**config.mk**
```make
export PLATFORM = sky130hd
export DESIGN_NAME = io_bus_ctrl
export DESIGN_NICKNAME = d
export VERILOG_FILES = /design/src/rtl/io_bus_ctrl.sv
export SDC_FILE = /design/constraint.sdc
export NUM_CORES = 1
export LEC_CHECK = 0
export ABC_AREA = 1
export BUFFER_PORTS_ARGS = -buffer_cell sky130_fd_sc_hd__buf_2
export CAP_MARGIN = 20
export CORE_MARGIN = 10
export CORE_UTILIZATION = 40
export DETAILED_ROUTE_END_ITERATION = 8
export PLACE_DENSITY_LB_ADDON = 0.15
export SYNTH_ARGS = -nofsm -noshare
export SYNTH_HDL_FRONTEND = slang
export SYNTH_SLANG_ARGS = --single-unit
```
**constraint.sdc**
```tcl
create_clock -name clk -period 19.1 [get_ports clk]
set_input_delay 2.865 -clock clk [delete_from_list [all_inputs] [get_ports clk]]
set_output_delay 2.865 -clock clk [all_outputs]
set_load 0.02 [all_outputs]
```
**src/rtl/io_bus_ctrl.sv**
```systemverilog
// CPU-side bus controller: serves one access at a time to a bank of local
// registers or to one of NUM_CH external peripheral channels.
module io_bus_ctrl #(
    parameter int          NUM_CH    = 2,
    parameter int          REG_DEPTH = 8,
    parameter logic [31:0] BASE_ADDR = 32'h1F80_1000,
    parameter int          CH_STRIDE = 16,
    parameter int          TIMEOUT   = 16
) (
    input  logic                         clk,
    input  logic                         rst,
    input  logic [31:0]                  addr,
    input  logic [31:0]                  data_i,
    input  logic                         wen,
    input  logic                         ren,
    input  logic [3:0]                   ben,
    output logic                         ack,
    output logic [31:0]                  data_o,
    output logic                         err,
    output logic [NUM_CH-1:0]            ch_req,
    output logic                         ch_we,
    output logic [$clog2(CH_STRIDE)-1:0] ch_addr,
    output logic [31:0]                  ch_wdata,
    output logic [3:0]                   ch_ben,
    input  logic [NUM_CH-1:0]            ch_ack,
    input  logic [32*NUM_CH-1:0]         ch_rdata
);

    localparam int          CA_W        = $clog2(CH_STRIDE);
    localparam int          RI_W        = (REG_DEPTH > 1) ? $clog2(REG_DEPTH) : 1;
    localparam int          CI_W        = (NUM_CH > 1) ? $clog2(NUM_CH) : 1;
    localparam int          CNT_W       = $clog2(TIMEOUT);
    localparam logic [31:0] LOCAL_BYTES = 32'(4 * REG_DEPTH);
    localparam logic [31:0] CH_BYTES    = 32'(NUM_CH * CH_STRIDE);

    typedef enum logic [4:0] {
        IDLE    = 5'b00001,
        LOCAL   = 5'b00010,
        CH_WAIT = 5'b00100,
        RESP    = 5'b01000,
        HOLD    = 5'b10000
    } state_t;

    state_t            state_r;
    state_t            state_s;
    logic [31:0]       regs_r [REG_DEPTH];
    logic              op_rd_r;
    logic              local_hit_r;
    logic [RI_W-1:0]   reg_idx_r;
    logic [CI_W-1:0]   ch_idx_r;
    logic [CNT_W-1:0]  cnt_r;

    logic [31:0]       off_s;
    logic [31:0]       choff_s;
    logic              local_hit_s;
    logic              ch_hit_s;
    logic [CI_W-1:0]   ch_idx_s;
    logic              sel_ack_s;
    logic              timeout_s;

    function automatic logic [31:0] merge_bytes(input logic [31:0] old_val,
                                                input logic [31:0] new_val,
                                                input logic [3:0]  be);
        logic [31:0] res;
        res = old_val;
        for (int b = 0; b < 4; b++) begin
            if (be[b]) begin
                res[8*b +: 8] = new_val[8*b +: 8];
            end else begin
                res[8*b +: 8] = old_val[8*b +: 8];
            end
        end
        return res;
    endfunction

    // Address decode; unsigned wrap-around makes addresses below BASE_ADDR miss both windows.
    always_comb begin
        off_s       = (addr & ~32'd3) - BASE_ADDR;
        choff_s     = off_s - LOCAL_BYTES;
        local_hit_s = (off_s < LOCAL_BYTES);
        ch_hit_s    = !local_hit_s && (choff_s < CH_BYTES);
        ch_idx_s    = CI_W'(choff_s >> CA_W);
        sel_ack_s   = ch_ack[ch_idx_r];
        timeout_s   = (cnt_r == CNT_W'(TIMEOUT - 1));
    end

    // Next-state logic.
    always_comb begin
        state_s = state_r;
        case (state_r)
            IDLE: begin
                if (ren || wen) begin
                    state_s = ch_hit_s ? CH_WAIT : LOCAL;
                end else begin
                    state_s = IDLE;
                end
            end
            LOCAL: state_s = RESP;
            CH_WAIT: begin
                if (sel_ack_s || timeout_s) begin
                    state_s = RESP;
                end else begin
                    state_s = CH_WAIT;
                end
            end
            RESP: state_s = HOLD;
            HOLD: begin
                if (!ren && !wen) begin
                    state_s = IDLE;
                end else begin
                    state_s = HOLD;
                end
            end
            default: state_s = IDLE;
        endcase
    end

    // State register.
    always_ff @(posedge clk or posedge rst) begin
        if (rst) begin
            state_r <= IDLE;
        end else begin
            state_r <= state_s;
        end
    end

    // Request capture, register bank, channel handshake and response outputs.
    always_ff @(posedge clk or posedge rst) begin
        if (rst) begin
            for (int i = 0; i < REG_DEPTH; i++) begin
                regs_r[i] <= 32'd0;
            end
            op_rd_r     <= 1'b0;
            local_hit_r <= 1'b0;
            reg_idx_r   <= '0;
            ch_idx_r    <= '0;
            cnt_r       <= '0;
            ack         <= 1'b0;
            data_o      <= 32'd0;
            err         <= 1'b0;
            ch_req      <= '0;
            ch_we       <= 1'b0;
            ch_addr     <= '0;
            ch_wdata    <= 32'd0;
            ch_ben      <= 4'd0;
        end else begin
            ack <= (state_r == RESP);
            case (state_r)
                IDLE: begin
                    if (ren || wen) begin
                        op_rd_r     <= ren;
                        local_hit_r <= local_hit_s;
                        reg_idx_r   <= off_s[2 +: RI_W];
                        ch_idx_r    <= ch_idx_s;
                        cnt_r       <= '0;
                        ch_we       <= !ren;
                        ch_addr     <= choff_s[CA_W-1:0];
                        ch_wdata    <= data_i;
                        ch_ben      <= ben;
                        if (ch_hit_s) begin
                            ch_req <= NUM_CH'(1) << ch_idx_s;
                        end
                    end
                end
                LOCAL: begin
                    if (!local_hit_r) begin
                        err <= 1'b1;
                        if (op_rd_r) begin
                            data_o <= 32'd0;
                        end
                    end else if (op_rd_r) begin
                        err    <= 1'b0;
                        data_o <= regs_r[reg_idx_r];
                    end else begin
                        err               <= 1'b0;
                        regs_r[reg_idx_r] <= merge_bytes(regs_r[reg_idx_r], ch_wdata, ch_ben);
                    end
                end
                CH_WAIT: begin
                    // An ack landing on the timeout cycle still counts as success.
                    if (sel_ack_s) begin
                        ch_req <= '0;
                        err    <= 1'b0;
                        if (op_rd_r) begin
                            data_o <= ch_rdata[32*ch_idx_r +: 32];
                        end
                    end else if (timeout_s) begin
                        ch_req <= '0;
                        err    <= 1'b1;
                        if (op_rd_r) begin
                            data_o <= 32'd0;
                        end
                    end else begin
                        cnt_r <= cnt_r + CNT_W'(1);
                    end
                end
                HOLD: begin
                    if (!ren && !wen) begin
                        err <= 1'b0;
                    end
                end
                default: begin
                end
            endcase
        end
    end

endmodule

```
After elaboration in Yosys (flattened, before gate mapping)
Index checks and enable logic that the tools add are counted.
- memory bits (read-only): 0
- bits in writable memories: 0
- output and inout port bits: 77
- logic and storage cells: 115
- memories: 0
- register bits: 348
- latch bits: 0
- bitwise gates (word level): 2
- equal/unequal tests: 14
- reduce and logical (&&, ||, !) cells: 17
- shifts and indexed selects: 2
- add/sub/neg operators: 3
- divide/modulo/power cells: 0
- multipliers: 0
- order comparisons: 5
- mux-type cells: 50
- operator list (operator ; number):
    2-to-1 mux 32 bit ; 9
    bitwise mux 256 bit ; 1
    2-to-1 mux 8 bit ; 16
    binary-select mux 32 bit (select 3 bit) ; 1
    demux 32 bit (select 3 bit) ; 1
    less-than comparator 32 x 6 -> 1 bit, second input constant ; 2
    one-hot mux 32 bit (2 select lines) ; 1
    variable part select 64 x 7 -> 32 bit ; 1
    subtractor 32 x 29 -> 32 bit, second input constant ; 1
    subtractor 32 x 6 -> 32 bit, second input constant ; 1
    one-hot mux 5 bit (5 select lines) ; 1
    2-to-1 mux 4 bit ; 4
    AND reduction 4 bit ; 3
    inequality test 2 bit, second input constant ; 5
    inequality test 3 bit, second input constant ; 3
    2-to-1 mux 2 bit ; 4
    one-hot mux 4 bit (2 select lines) ; 1
    2-to-1 mux 1 bit ; 6
    2-to-1 mux 3 bit ; 2
    AND reduction 3 bit ; 2
    == test 5 x 1 -> 1 bit, second input constant ; 1
    == test 5 x 2 -> 1 bit, second input constant ; 1
    == test 5 x 3 -> 1 bit, second input constant ; 1
    == test 5 x 4 -> 1 bit, second input constant ; 1
    18 further kinds ; 24

Depth between registers and ports, before layout
- depth in word-level cells: 9
- depth in mapped cells: 21

Least setup slack after synthesis
Ideal clock, no wire load.
- path kind: input to register
- from: input addr[12]
- to: register ch_req[0]
- arrival: 4.523 ns
- path buffers: 0
- setup slack: 14.460 ns
- stages on the path: 21
- required time: 18.983 ns
- cells stage by stage: inv_2 ha_1 inv_1 nand2_1 nand2_1 inv_2 nand2_1 nor2_1 nand3_1 nor2_2 nand2_1 nand2_1 nand2_1 nor2_1 nand2_1 nor2_2 nand3_2 nand2_2 nand2_1 nand2_1 nand2_1
- longest elaborated chain between the ends: 6
- RTL lines (what ; line ; RTL):
    from (decl) ; 12 ; input logic [31:0] addr,
    subtractor 32 x 29 -> 32 bit (*) ; 78 ; off_s = (addr & ~32'd3) - BASE_ADDR;
    subtractor 32 x 6 -> 32 bit or less-than comparator 32 x 6 -> 1 bit (tied branches) ; 79, 80 ;
    less-than comparator 32 x 6 -> 1 bit or logical NOT 1 bit (tied branches) ; 81 ; ch_hit_s = !local_hit_s && (choff_s < CH_BYTES);
    logical AND 1 bit (*) ; 81 ;
    inequality test 2 bit (no line) (*) ; -- ;
    AND reduction 4 bit (no line) (*) ; -- ;
    to (signal assigned) ; 161 ; ch_req <= NUM_CH'(1) << ch_idx_s;
    to (decl) ; 20 ; output logic [NUM_CH-1:0] ch_req,
Mark *: on every way between the ends. The rest lies on a longest branch, timed or not.
A chain may end at the register's enable or synchronous reset.

Worst setup path in the final report
- from: input addr[12]
- to: register ch_req[1]
The elaborated chain is that of the path after synthesis.

==> metrics.txt <==
outcome finished, final reports clean; CP Cell Sequence buf_2 > inv_2 > ha_1 > inv_1 > nand2_1 > nand2_1 > inv_2 > nand2_1 > nor2_1 > nand3_1 > nor2_2 > nand2_1 > nand2_1 > nand2_1 > nor2_1 > nand2_1 > nor2_2 > nand3_2 > nand2_2 > nand2_1 > nand2_1 > nand2_1; area leader, netlist dfrtp_1; multiplexer area fraction after synthesis 1.533%; design area between 15,000 and 20,000 µm²; input/output buffers 210; largest family of logic cells by synthesized area simple AND/OR/NAND/NOR gates; simple-gate share of the synthesized area 22.29%; final hold vios 0; Tmin final about 4.6 ns; io pins 215; WL per Instance a little under 20 µm; worst hold start regs_r[11]$_DFFE_PP0P_; Seq cells post-synth about 340; clock transition at the registers of the reported paths approximately 0.06 ns; DRC viols 0; Post-Synthesis Cell Area 16,480 µm²; Fillers ~4,000; CORE AREA ~40,000 µm²; Num CTS Buffers 40; Post-DP Area approximately 18,000 µm²; final WL 52,650 µm; vias per cell approximately 5.4; CTS max path bufs 3; Mapped Cells slightly above 2,000; Worst Hold Class reg2reg; worst r2r src local_hit_r$_DFFE_PP0P_; Storage cell area ~8600 µm²; layout cells sized above 1 about 17%; post-synth top area share between 50% and 60%; die area 49,730 µm²; unrepaired setup endpoints after global routing no; first-pass GRT wire length roughly 83,000 µm; P&R area growth vs syn 16.96%; fmax 0.2154 GHz; post-cts sizing count 0; Min Hold Slack around 0.48 ns; DP Cell Count about 2,700; row count 74; Hold Buf Count CTS 0; Post-Synth XOR/XNOR Area 0.2049%; die height about 220 µm; pwr dens between 100 and 150 nW/µm²; area of the multi-input gates 7142 µm²; CP endpoint kind flip-flop; mean post-synth cell area between 8 and 9 µm²; max-slew violations 0; post-synth cell types 51; critical path's top delay family simple AND/OR/NAND/NOR gates; Max VDD drop about 0.000091 V; Leakage Power 9.061 nW; CTS tree yes; TritonRoute pass-1 iters 5; CP Launch Type primary input; GRT Total Usage 20.69%; CP Class in2reg; Adder-Cell Fraction of Synth Area less than 1%; final non-filler cell total 2,730; Rel. slew slack between 30% and 40%; vias in the first global route 14,170; maxcap violations 0; diode count 0; Tcrit/Tclk final approximately a quarter; CP max FO 8; # nets final ~2,300; Clock Latency Late Sink approximately 0.54 ns; leading cell type in the layout, fill and taps excluded nand2_1; Critical Path Start addr[12]; Die W between 200 and 250 µm; worst clock skew about 0.013 ns; arrival time worst endpoint 5.08 ns; compound-gate portion of the synthesized area between 10% and 20%; setup violators final 0; EDFF count, synth 0; asr flop ratio synth between 90% and 100%; remaining antenna violation count 0; initial antenna violation count 1; root buffer cell clkbuf_16; CP most frequent cell nand2_1; slowest stage cell, crit path ha_1; crit-path max cell delay between 0.3 and 0.4 ns; largest net degree at the start of global routing between 100 and 150; Buf/Inv on CP 4; Starting Density a little over 40%; Crit path required time 19.53 ns; commonest cells after routing, fill and taps aside nand2_1 (586), dfrtp_1 (342), o21ai_0 (321), buf_2 (210), nor2_1 (193); global route overflow 0; ys flop type dfrtp_1; CTS H-tree depth 2; Post-Route Setup TNS 0 ns; Slew @ Worst Pin 0.9978 ns; via count roughly 15,000; last weighted congestion value of the routability-driven placer 0.7817; sequential element share of the synthesized area a little over half; Ys Warns 0; fin util roughly 47%; top cells by area, synth dfrtp_1 (52%), nand2_1 (14%), o21ai_0 (9.7%), nor2_1 (4.4%), clkbuf_1 (2.3%); DP HPWL between 30,000 and 40,000 µm; DR iter-0 viols between 1,000 and 1,500; clk sinks 343; number of setup buffers added after CTS 0
-- cells in the mapped netlist, types with 17 or more instances --
library cell and n:
a22o_1 26, clkbuf_1 103, nor2_1 195, nand2_1 593, o21ai_1 19, nand3_1 51, inv_1 65, nand4_1 17
a21oi_1 72, dfrtp_1 342, a221oi_1 32, o21ai_0 321, o32ai_1 30, mux2i_1 20
-- area by class of cell --
cell class,instances,share of cell area [%]
tap,532,3.453
inverter,81,1.616
clock buffer,54,5.938
clock inverter,14,0.6879
multi-input combinational,1470,37.04
timing repair buffer,236,6.736
sequential,343,44.53
-- layer usage --
layer | wire length [µm] | track usage, % | vias to the layer above
li1 | - | - | 7119
met1 | 24770 | 28.98 | 7088
met2 | 23360 | 32.26 | 463
met3 | 3763 | 4.537 | 64
met4 | 739 | 4.207 | 2
met5 | 13 | 0 | -
-- where the power goes --
| part | leakage, nW | switching, W | internal [W] | total, W |
|---|---|---|---|---|
| Clock | 0.637 | 0.000303 | 0.000446 | 0.000749 |
| Combinational | 3.77 | 0.000618 | 0.000231 | 0.000849 |
| Sequential | 4.65 | 0.0000971 | 0.000816 | 0.000913 |
-- registers in the layout, indices dropped and copies added (netlist names), 2 cells and up --
signal	cells
regs_r	256
ch_wdata	32
data_o	32
state_r	5
ch_ben	4
cnt_r	4
reg_idx_r	3
ch_req	2
-- worst register-to-register path, stage by stage, from the launching register on --
cell	delay, ns
dfrtp_1	0.83
inv_2	0.59
nor3_2	0.83
nand3_2	0.80
buf_4	0.53
nand2_1	0.11
o21ai_0	0.07
-- kinds of logic after synthesis --
kind of cell | Yosys count
and+or+nand+nor | 905
AOI/OAI and AO/OA | 532
DFF | 343
buffers and inverters | 203
muxes | 24
adders and majority gates | 4
xor gates and xnor gates | 3
other | 1
-- through the flow --
stage / power [W] / setup WS [ns]
finish: 0.002512 / 14.46
global route: 0.002655 / 14.13
CTS: 0.002524 / 14.46
detailed placement: 0.001767 / 13.90
global placement: 0.001756 / 13.93
floorplan: 0.001430 / 6.728
-- worst paths after layout --
| kind | end | slack (ns) | cells after the start |
|---|---|---|---|
| hold reg to reg | regs_r[11]$_DFFE_PP0P_ | 0.48 | 2 |
| hold / removal | regs_r[11]$_DFFE_PP0P_ | 0.48 | 2 |
| min in group asynchronous | ch_wdata[6]$_DFFE_PP0P_ | 2.56 | 2 |
| setup reg to reg | regs_r[54]$_DFFE_PP0P_ | 15.19 | 6 |
| max in group asynchronous | ch_wdata[20]$_DFFE_PP0P_ | 15.12 | 3 |
| setup / recovery | ch_req[1]$_DFFE_PP0P_ | 14.46 | 22 |
(Power assumes the default switching activity.)
